### config.mk
export PLATFORM = sky130hd
export DESIGN_NAME = apu_frame_sequencer
export DESIGN_NICKNAME = d
export VERILOG_FILES = /design/src/rtl/apu_frame_sequencer.sv
export SDC_FILE = /design/constraint.sdc
export NUM_CORES = 1
export LEC_CHECK = 0
export ABC_AREA = 1
export CORE_MARGIN = 5
export CORE_UTILIZATION = 50
export CTS_CLUSTER_SIZE = 40
export DETAILED_ROUTE_END_ITERATION = 7
export GPL_TIMING_DRIVEN = 1
export PLACE_DENSITY = 0.78
export REMOVE_ABC_BUFFERS = 1
export SETUP_SLACK_MARGIN = 0.3
export SYNTH_ARGS = -nofsm -noshare
export SYNTH_HDL_FRONTEND = slang
export SYNTH_SLANG_ARGS = --single-unit
### constraint.sdc
create_clock -name clk -period 3.3 [get_ports clk]
set_input_delay 0.33 -clock clk [delete_from_list [all_inputs] [get_ports clk]]
set_output_delay 0.33 -clock clk [all_outputs]
set_load 0.05 [all_outputs]
### src/rtl/apu_frame_sequencer.sv
// APU frame sequencer: quarter/half-frame clocks and frame IRQ for 4-step and 5-step
// sequences, with parity-delayed sequencer reset and 5-step entry burst on control writes.
module apu_frame_sequencer #(
  parameter int CNT_W     = 16,
  parameter int STEP1     = 7457,
  parameter int STEP2     = 14913,
  parameter int STEP3     = 22371,
  parameter int STEP4_END = 29829,
  parameter int STEP5_END = 37281,
  parameter int DLY_EVEN  = 3,
  parameter int DLY_ODD   = 4
) (
  input  logic       clk,
  input  logic       reset_n,
  input  logic       cpu_en,
  input  logic       write_ctrl,
  input  logic [1:0] ctrl_wdata,
  input  logic       read_status,
  output logic       quarter_frame,
  output logic       half_frame,
  output logic       irq,
  output logic [2:0] step,
  output logic       reset_pending
);

  localparam logic [CNT_W-1:0] P1   = CNT_W'(STEP1);
  localparam logic [CNT_W-1:0] P2   = CNT_W'(STEP2);
  localparam logic [CNT_W-1:0] P3   = CNT_W'(STEP3);
  localparam logic [CNT_W-1:0] P4E  = CNT_W'(STEP4_END);
  localparam logic [CNT_W-1:0] P4M1 = CNT_W'(STEP4_END - 1);
  localparam logic [CNT_W-1:0] P5E  = CNT_W'(STEP5_END);
  localparam logic [2:0]       D_EVEN = 3'(DLY_EVEN);
  localparam logic [2:0]       D_ODD  = 3'(DLY_ODD);

  logic [CNT_W-1:0] cnt;
  logic [CNT_W-1:0] end_cnt;
  logic             mode;
  logic             inhibit;
  logic             irq_flg;
  logic             cpu_odd;
  logic             pend_mode5;
  logic             wrapped;
  logic [2:0]       dly;

  logic at_end;
  logic dly_hit;
  logic burst;
  logic wr;
  logic irq_set;
  logic irq_clr;

  assign end_cnt = mode ? P5E : P4E;
  assign at_end  = (cnt == end_cnt);
  assign dly_hit = (dly == 3'd1);
  // The 5-step entry burst fires on the same strobe that zeroes the counter.
  assign burst   = dly_hit & pend_mode5;
  assign wr      = cpu_en & write_ctrl;

  assign quarter_frame = cpu_en & (burst | (cnt == P1) | (cnt == P2) | (cnt == P3) | at_end);
  assign half_frame    = cpu_en & (burst | (cnt == P2) | at_end);

  assign irq_set = ~mode & ~inhibit &
                   ((cnt == P4M1) | (cnt == P4E) | ((cnt == '0) & wrapped));
  assign irq_clr = inhibit | (cpu_en & read_status) | (wr & ctrl_wdata[0]);

  assign irq           = irq_flg;
  assign reset_pending = (dly != 3'd0);

  always_ff @(posedge clk or negedge reset_n) begin
    if (!reset_n) begin
      cnt     <= '0;
      wrapped <= 1'b0;
      step    <= 3'd0;
    end else if (cpu_en) begin
      if (dly_hit) begin
        cnt     <= '0;
        wrapped <= 1'b0;
        step    <= 3'd0;
      end else if (at_end) begin
        cnt     <= '0;
        wrapped <= 1'b1;
        step    <= 3'd0;
      end else begin
        cnt     <= cnt + CNT_W'(1);
        wrapped <= 1'b0;
        if (cnt == P1)               step <= 3'd1;
        else if (cnt == P2)          step <= 3'd2;
        else if (cnt == P3)          step <= 3'd3;
        else if (mode && cnt == P4E) step <= 3'd4;
      end
    end
  end

  always_ff @(posedge clk or negedge reset_n) begin
    if (!reset_n) begin
      mode       <= 1'b0;
      inhibit    <= 1'b0;
      cpu_odd    <= 1'b0;
      dly        <= 3'd0;
      pend_mode5 <= 1'b0;
    end else if (cpu_en) begin
      cpu_odd <= ~cpu_odd;
      if (write_ctrl) begin
        mode       <= ctrl_wdata[1];
        inhibit    <= ctrl_wdata[0];
        pend_mode5 <= ctrl_wdata[1];
        dly        <= cpu_odd ? D_ODD : D_EVEN;
      end else if (dly != 3'd0) begin
        dly <= dly - 3'd1;
      end
    end
  end

  // Clear wins over set so a read or inhibit write on a set cycle leaves the flag low.
  always_ff @(posedge clk or negedge reset_n) begin
    if (!reset_n) begin
      irq_flg <= 1'b0;
    end else if (irq_clr) begin
      irq_flg <= 1'b0;
    end else if (cpu_en && irq_set) begin
      irq_flg <= 1'b1;
    end
  end

endmodule

==> results_dict.tcl, run 1 <==
set metrics [dict create \
    status "complete, no violations" \
    r2r-start "cnt[1]" \
    grt.overflow.total 0 \
    cap_viol_max_count 0 \
    antenna_found_initial 0 \
    dpl.hpwl_mm 4.17 \
    period_needed_ns 2.68 \
    vdd_drop_max_v 0.000458 \
    max_slew_margin_pct 66.8 \
    clock_skew_ns 0.00601 \
    postSynthAreaPerCell_um2 6.31 \
    yosys_warnings 0 \
    antenna_cells 0 \
    cp.required_ns 2.97 \
    worstSetupStartpointType "flop" \
    fin_hold_ws_ns 0.412 \
    reg2reg_slack_ns 1.52 \
    cts_tree "done" \
    p_leak_nw 1.08 \
    post-cts-setup-buffers 0 \
    grt_pass1_vias 1958 \
    critical_path_class "reg -> out" \
    power.density_mw_per_mm2 549 \
    numPortBuffers 13 \
    io_pins 14 \
    ys_ff_latch 27 \
    die_x_um 75.3 \
    arrival_ns 2.35 \
    dr_total_vias 2116 \
    hold_class "in -> async" \
    drcViolationCount 0 \
    yosysSeqAreaShare_pct 31.7 \
    fin_nets 361 \
    slew_viol_final 0 \
    met1_usage_pct 31.0 \
    cts_root_buffer "clkbuf_8" \
    row_count 23 \
    post-route-period-util_pct 81.2 \
    grt_usage_pct 21.0 \
    r2r-end "cnt[4]" \
    hold_viol 0 \
    fp.dieArea_mm2 0.00567 \
    vias_per_cell 5.33 \
    areaGrowthSynthToFinish_pct 8.97 \
    grt_max_degree 28 \
    initialDrtViolationCount 196 \
    die_y_um 75.3 \
    final_cells 397 \
    synth_cell_type_count 27 \
    setup_viol 0 \
    met2_usage_pct 32.7 \
    grt.busiest_layer "met2" \
    drt.antenna.violating_nets 0 \
    cts.path.max_buffers 2 \
    wl_per_cell_um 13.7 \
    timing.setup.tns_ns 0 \
    first_pass_iters 5 \
    tritoncts.num_buffers 3 \
    path_max_fanout 6 \
    clkLatencyLatePin_ns 0.29 \
    synthCells 338 \
    postLayoutCoreUtil_pct 57.3 \
    gp_congestion 0.934 \
    syn_area_mm2 0.00213 \
    worst_pin_slew_ns 0.497 \
    clock.fmax_ghz 0.373 \
    grt_pass1_wl_mm 9.14 \
    coreArea_mm2 0.00406 \
    grt_use_met3_pct 1.98 \
    start_util_pct 52.6 \
    rsz0062_at_grt "false" \
    drive_above_1_share_pct 8.07 \
    rr_worst_depth 8 \
    clkSinkCount 27 \
    end_kind "output port" \
    htreeDepth 1 \
    placedCellCount 393 \
    clk_pin_slew_ns 0.10 \
    totalWireLength_mm 5.43 \
]
==> critical path, cell delays in order (launching register included) <==
cell           delay [ns]
dfrtp_1              0.41
inv_1                0.10
ha_1                 0.27
nand4_1              0.12
nor2_1               0.10
nand2_1              0.08
nor2_1               0.21
inv_1                0.10
a31oi_1              0.14
dlygate4sd2_1        0.55
==> cells in the mapped netlist, drive strengths merged <==
library cell | number | share of area, %
nand2 | 98 | 17
nor2 | 66 | 12
inv | 41 | 7.2
dfrtp | 27 | 32
nand3 | 23 | 5.4
o21ai | 16 | 4.1
a21oi | 14 | 3.3
nand4 | 11 | 3.2
nor3 | 11 | 3.5
buf | 10 | 3.0
ha | 6 | 3.5
xor2 | 4 | 1.6
and3 | 3 | 0.88
xnor2 | 3 | 1.2
a31oi | 2 | 0.59
a22o | 1 | 0.41
and2 | 1 | 0.29
nor3b | 1 | 0.35
==> how the worst max path moves through the flow <==
stage,startpoint,slack (ns),to
floorplan,pend_mode5,0.98,half_frame
global placement,pend_mode5,0.66,half_frame
detailed placement,pend_mode5,0.64,half_frame
CTS,pend_mode5,0.58,half_frame
global route,cnt[1],0.35,half_frame
finish,cnt[1],0.62,half_frame
==> through the flow <==
stage | setup slack [ns] | power (mW) | cell area [µm²]
6_report | 0.621 | 1.28 | 2320
5_1_grt | 0.351 | 1.39 | 2320
3_5_place_dp | 0.636 | 1.08 | 2280
3_3_place_gp | 0.660 | 1.07 | 2280
2_1_floorplan | 0.976 | 0.904 | 2070
4_1_cts | 0.576 | 1.28 | 2320
==> cell families (layout without fill, tap and decap cells) <==
logic type | after synthesis | after routing | share of synthesized area (%)
AOI/OAI and AO/OA | 33 | 33 | 8.39
DFF | 27 | 27 | 31.7
xor gates and xnor gates | 7 | 7 | 2.87
adders and majority gates | 6 | 6 | 3.52
and+or+nand+nor | 214 | 214 | 43.3
buffers and inverters | 51 | 60 | 10.2
==> registers in the layout (all words and copies together) (netlist names) <==
register / cells
cnt: 16
dly: 3
step: 3
cpu_odd: 1
inhibit: 1
irq: 1
pend_mode5: 1
wrapped: 1
==> cell type report <==
class                   count  area, µm²
well taps                  50       62.6
repair buffers             15        143
multi-input cells         260       1240
clock inverters             1       7.51
fillers                   389       1730
inverters                  41        154
flip-flops and latches     27        677
clock buffers               3       41.3
==> report_power, final <==
group          leakage [nW]  internal (mW)  switching, mW
combinational         0.700          0.191          0.376
clock                0.0217         0.0861          0.113
sequential            0.355          0.406          0.104
==> what timing repair did <==
action | in CTS | in global routing
resized for setup | 2 | 1
gates cloned | 0 | 0
endpoints found under the setup margin | 2 | 1
hold buffers | 0 | 0
==> cells in the final DEF (no fill, tap or decap), drive strengths merged <==
cell | netlist | final
a31oi | 2 | 2
a21oi | 14 | 14
inv | 41 | 41
dfrtp | 27 | 27
clkbuf | 0 | 3
o21ai | 16 | 16
nand2 | 98 | 98
nor3 | 11 | 11
clkinvlp | 0 | 1
and3 | 3 | 3
nand4 | 11 | 11
clkdlybuf4s50 | 0 | 11
and2 | 1 | 1
buf | 10 | 2
nor2 | 66 | 66
ha | 6 | 6
nor3b | 1 | 1
nand3 | 23 | 23
dlygate4sd2 | 0 | 2
xor2 | 4 | 4
a22o | 1 | 1
xnor2 | 3 | 3
==> per-layer routing <==
metal | part of all wire [%] | wire length (µm)
met5 | 0 | 0
met1 | 49 | 2660
met2 | 45 | 2420
met3 | 4.9 | 264
met4 | 1.4 | 75
No activity file was read; power rests on OpenSTA's default activity.
==> run 2: changes to the inputs <==
Settings changed: PLACE_DENSITY 0.78 to 0.81.
Clock period 3.3 ns to 2.2 ns, I/O delays scaled along.
==> run 2 against run 1 <==
Net effect: final cell count increased by 4.5%; clock skew decreased by 0.0019 ns; largest power group unchanged; highest routed layer unchanged; first-iteration DRC count decreased by 11%; critical path depth is the same; non-clock buffer count rose by 18; sequential cell count is the same; sequential share of layout area decreased by 2.3 points; critical endpoint unchanged; clock-buffer cell count is the same; largest cell class unchanged; cell area rose by 11%.
==> results_dict.tcl, run 2 (same netlist as run 1, synthesis figures left out) <==
set metrics [dict create \
    initialDrtViolationCount 175 \
    cts.path.max_buffers 2 \
    gp_congestion 0.966 \
    status "complete, no violations" \
    cap_viol_max_count 0 \
    postLayoutCoreUtil_pct 63.7 \
    io_pins 14 \
    start_util_pct 52.6 \
    worst_pin_slew_ns 0.508 \
    first_pass_iters 4 \
    clkLatencyLatePin_ns 0.29 \
    setup_viol 0 \
    power_frac_seq_pct 35.9 \
    grt_max_degree 28 \
    hold_viol 0 \
    drive_above_1_share_pct 23.0 \
    critical_path_class "reg -> out" \
    die_y_um 75.3 \
    arrival_ns 1.84 \
    largest_reg_flops 16 \
    drcViolationCount 0 \
    coreArea_mm2 0.00406 \
    layout_common_cells "92 x nand2_1, 54 x nor2_1, 27 x inv_1" \
    die_x_um 75.3 \
    fp.dieArea_mm2 0.00567 \
    grt_pass1_vias 2151 \
    power.density_mw_per_mm2 835 \
    row_count 23 \
    path_max_fanout 5 \
    areaGrowthSynthToFinish_pct 21.2 \
    antenna_found_initial 0 \
    clkSinkCount 27 \
    vdd_drop_max_v 0.000586 \
    dr_total_vias 2299 \
    rsz0062_at_grt "true" \
    p_sw_mw 0.999 \
    cts_tree "done" \
    clk_pin_slew_ns 0.10 \
    htreeDepth 1 \
    hold_class "in -> async" \
    crit_top_cell "inv_2" \
    fin_nets 379 \
    wl_per_cell_um 14.8 \
    r2r-start "cnt[0]" \
    vias_per_cell 5.54 \
    r2r-end "cnt[14]" \
    cp_num_buf_inv 3 \
    totalWireLength_mm 6.14 \
    timing.setup.tns_ns 0 \
    clkPwrFrac_pct 14.2 \
    cp.required_ns 1.98 \
    grt_usage_pct 22.5 \
    antenna_cells 0 \
    combPwrFrac_pct 49.8 \
    drt.antenna.violating_nets 0 \
    max_slew_margin_pct 66.0 \
    layout_commonest_cell "nand2_1" \
    worstSetupStartpointType "flop" \
    clock.fmax_ghz 0.486 \
    reg2reg_slack_ns 0.48 \
    p_leak_nw 1.15 \
    crit_family "simple AND/OR/NAND/NOR gates" \
    dpl.hpwl_mm 4.26 \
    clock_skew_ns 0.00414 \
    period_needed_ns 2.06 \
    rr_worst_depth 10 \
    end_kind "output port" \
    grt.overflow.total 0 \
    startpoint "cnt[1]" \
    slew_viol_final 0 \
    cp_slowest_stage_delay_ns 0.40 \
    nFillCells 361 \
    tritoncts.num_buffers 3 \
    grt_pass1_wl_mm 9.87 \
    power.internal_mw 1.16 \
    worstPathCellList "inv_2 -> ha_4 -> nand4_1 -> nor2_1 -> nand2_2 -> nor2_4 -> inv_2 -> a31oi_4 -> buf_12" \
    top_register "cnt" \
    reg.largest.list "cnt (16), dly (3), step (3)" \
    switching_share_pct 46.3 \
    numPortBuffers 13 \
    post-route-period-util_pct 93.5 \
    cts_root_buffer "clkbuf_8" \
    crit_slowest_cell "dfrtp_1" \
]
-- run 2: cell types whose count changed in the layout (fill, tap and decap cells not counted), moves of 5 or more --
cell and delta:
buf_4 +18, inv_1 -6, dfrtp_2 +14, nand2_1 -5, inv_2 +6, nor2_1 -6
dfrtp_1 -14, nor2_4 +5, nand2_2 +5
-- run 2: routing by layer --
layer / vias up / part of all wire (%) / global-route usage (%)
li1: 1127 / - / -
met1: 1067 / 45 / 31.6
met2: 82 / 47 / 34.8
met3: 23 / 4.8 / 2.51
met4: 0 / 3.6 / 10.3
met5: - / 0 / 0
-- run 2: area by class of cell --
class | instances | area [µm²] | area share, %
timing repair buffer | 33 | 299 | 11.6
inverter | 41 | 154 | 5.95
clock buffer | 3 | 41.3 | 1.60
clock inverter | 1 | 5.00 | 0.194
tap | 50 | 62.6 | 2.42
sequential | 27 | 694 | 26.9
multi-input combinational | 260 | 1330 | 51.4
-- run 2: worst max-delay path by stage --
stage	to	depth (start not counted)
after detailed placement	quarter_frame	9
final	half_frame	9
after CTS	half_frame	8
after global placement	half_frame	9
after global routing	half_frame	9
after floorplan	half_frame	8
-- run 2: what timing repair did --
item	in CTS	in global routing
hold endpoints to repair	0	0
gates cloned	0	0
resized for setup	25	20
endpoints found under the setup margin	3	2
pin swaps	2	5
setup buffers	4	11
hold buffers	0	0
-- run 2: through the flow --
step | area, µm² | std cells | power, mW | hold slack [ns] | setup slack, ns
after detailed placement | 2320 | 396 | 1.63 | 0.460 | 0.231
final | 2590 | 415 | 2.16 | 0.297 | 0.143
after global routing | 2590 | 415 | 2.30 | 0.338 | 0.0781
after floorplan | 2070 | 328 | 1.36 | -0.0756 | -0.0142
after CTS | 2460 | 404 | 2.02 | 0.316 | 0.159
after global placement | 2320 | 396 | 1.61 | 0.463 | 0.275
-- run 2: power groups by stage --
| stage | registers [mW] | logic (mW) | clock network (mW) |
|---|---|---|---|
| 2_1_floorplan | 0.765 | 0.591 | 0 |
| 3_3_place_gp | 0.758 | 0.857 | 0 |
| 3_5_place_dp | 0.764 | 0.868 | 0 |
| 4_1_cts | 0.761 | 0.952 | 0.308 |
| 5_1_grt | 0.790 | 1.19 | 0.325 |
| 6_report | 0.776 | 1.08 | 0.307 |
==> run 3: changes to the inputs <==
Settings changed: HOLD_SLACK_MARGIN set to 0.1.
==> results of run 3 <==
Final layout, timing and power as in run 2 (identical DEF).
==> variant: new RTL, settings of run 1 <==
Compare `cnt` against `P3` with >= in place of ==.
--- a/src/rtl/apu_frame_sequencer.sv
+++ b/src/rtl/apu_frame_sequencer.sv
@@ -86,5 +86,5 @@
         if (cnt == P1)               step <= 3'd1;
         else if (cnt == P2)          step <= 3'd2;
-        else if (cnt == P3)          step <= 3'd3;
+        else if (cnt >= P3)          step <= 3'd3;
         else if (mode && cnt == P4E) step <= 3'd4;
       end
Check against the original RTL: no difference found for any inputs over 10 cycles, from zero or initial values and one cycle with reset_n low; that may be too few to reach the edited logic, so the function may still have changed.
==> variant against run 1 <==
- clock skew down 0.0036 ns
- worst setup slack got worse by 0.15 ns
- area after synthesis shrank 11%
- highest routed layer unchanged
- routed wire length is 19% lower
- first-iteration DRC count decreased by 37%
- sequential cell count is the same
- cell area fell by 9.1%
- power fell by 2.1%
==> variant: results (changes against run 1) <==
yosys-top-cells-count: "60 x nand2_1, 46 x nor2_1, 31 x inv_1, 27 x dfrtp_1, 13 x nand3_1"  # was 97 x nand2_1, 60 x nor2_1, 33 x inv_1, 27 x dfrtp_1, 23 x nand3_1
r2r_slack_ns: 1.58  # was 1.52 ns
cp_slowest_cell: "clkdlybuf4s50_1"  # was dlygate4sd2_1
met1_length_mm: 2.07  # was 2.66 mm
worst_r2r_endpoint: "cnt[12]"  # was cnt[4]
crit_end: "quarter_frame"  # was half_frame
wl_met2_mm: 2.02  # was 2.42 mm
netlist-cell-type-count: 34  # was 27
dp_cells: 324  # was 393
worst_ir_drop_vdd_v: 0.000433  # was 0.000458 V
leakage_uw: 0.000973  # was 0.00108 uW
multiInputGateArea_mm2: 0.00103  # was 0.00124 mm2
fin_nets: 294  # was 361
pre_cts_ws_ns: 0.789  # was 0.636 ns
cpPeakStageDelay_ns: 0.82  # was 0.55 ns
grt_pass1_wl_mm: 7.68  # was 9.14 mm
dpl-instance-area_mm2: 0.00206  # was 0.00228 mm2
drive_above_1_share_pct: 12.9  # was 8.07%
dp_hpwl_mm: 3.54  # was 4.17 mm
synth_fa_ha_area_share_pct: 3.97  # was 3.52%
outcome: "completed"  # unchanged
arrival_ns: 2.50  # was 2.35 ns
finalClockSkew_ns: 0.00238  # was 0.00601 ns
route.met3.wl_um: 203  # was 264 um
synth_compound_area_share_pct: 11.5  # was 8.39%
gp_congestion: 1.03  # was 0.934
finalPower_uw: 1250  # was 1280 uW
period_needed_ns: 2.83  # was 2.68 ns
avgRoutedWirePerCell_um: 13.5  # was 13.7 um
grtUsageTotal_pct: 18.7  # was 21.0%
cts_resized: 0  # was 2
synthTopCellsByArea: "dfrtp_1 36%, nand2_1 12%, nor2_1 9.1%"  # was dfrtp_1 32%, nand2_1 17%, nor2_1 11%
synthXorXnorAreaFrac_pct: 3.24  # was 2.87%
grt_util_met2_pct: 30.2  # was 32.7%
variant: changes by cell type after synthesis, sizes merged, moves of 3 or more:
cell	run 1	this run
buf	10	4
nor2	66	53
o31ai	0	3
nor3	11	5
and3	3	0
nand3	23	16
nand2	98	63
a21oi	14	6
variant: final cells by class:
type | count | share of cell area, %
repair buffers | 15 | 6.87
flip-flops and latches | 27 | 32.0
well taps | 48 | 2.84
inverters | 40 | 7.10
clock inverters | 1 | 0.355
clock buffers | 3 | 1.95
multi-input cells | 194 | 48.9
variant: power breakdown:
part / internal, uW / total (uW) / switching, uW / leakage (uW)
combinational: 186 / 547 / 362 / 0.000593
clock: 86.0 / 196 / 110 / 0.0000217
sequential: 412 / 507 / 94.3 / 0.000358
variant: kinds of logic (layout without fill, tap and decap cells):
kind of cell,after synthesis,in the layout
simple gates,149,149
buf+inv,45,59
compound gates,32,32
flops,27,27
xor+xnor,7,7
fa+ha+maj,6,6
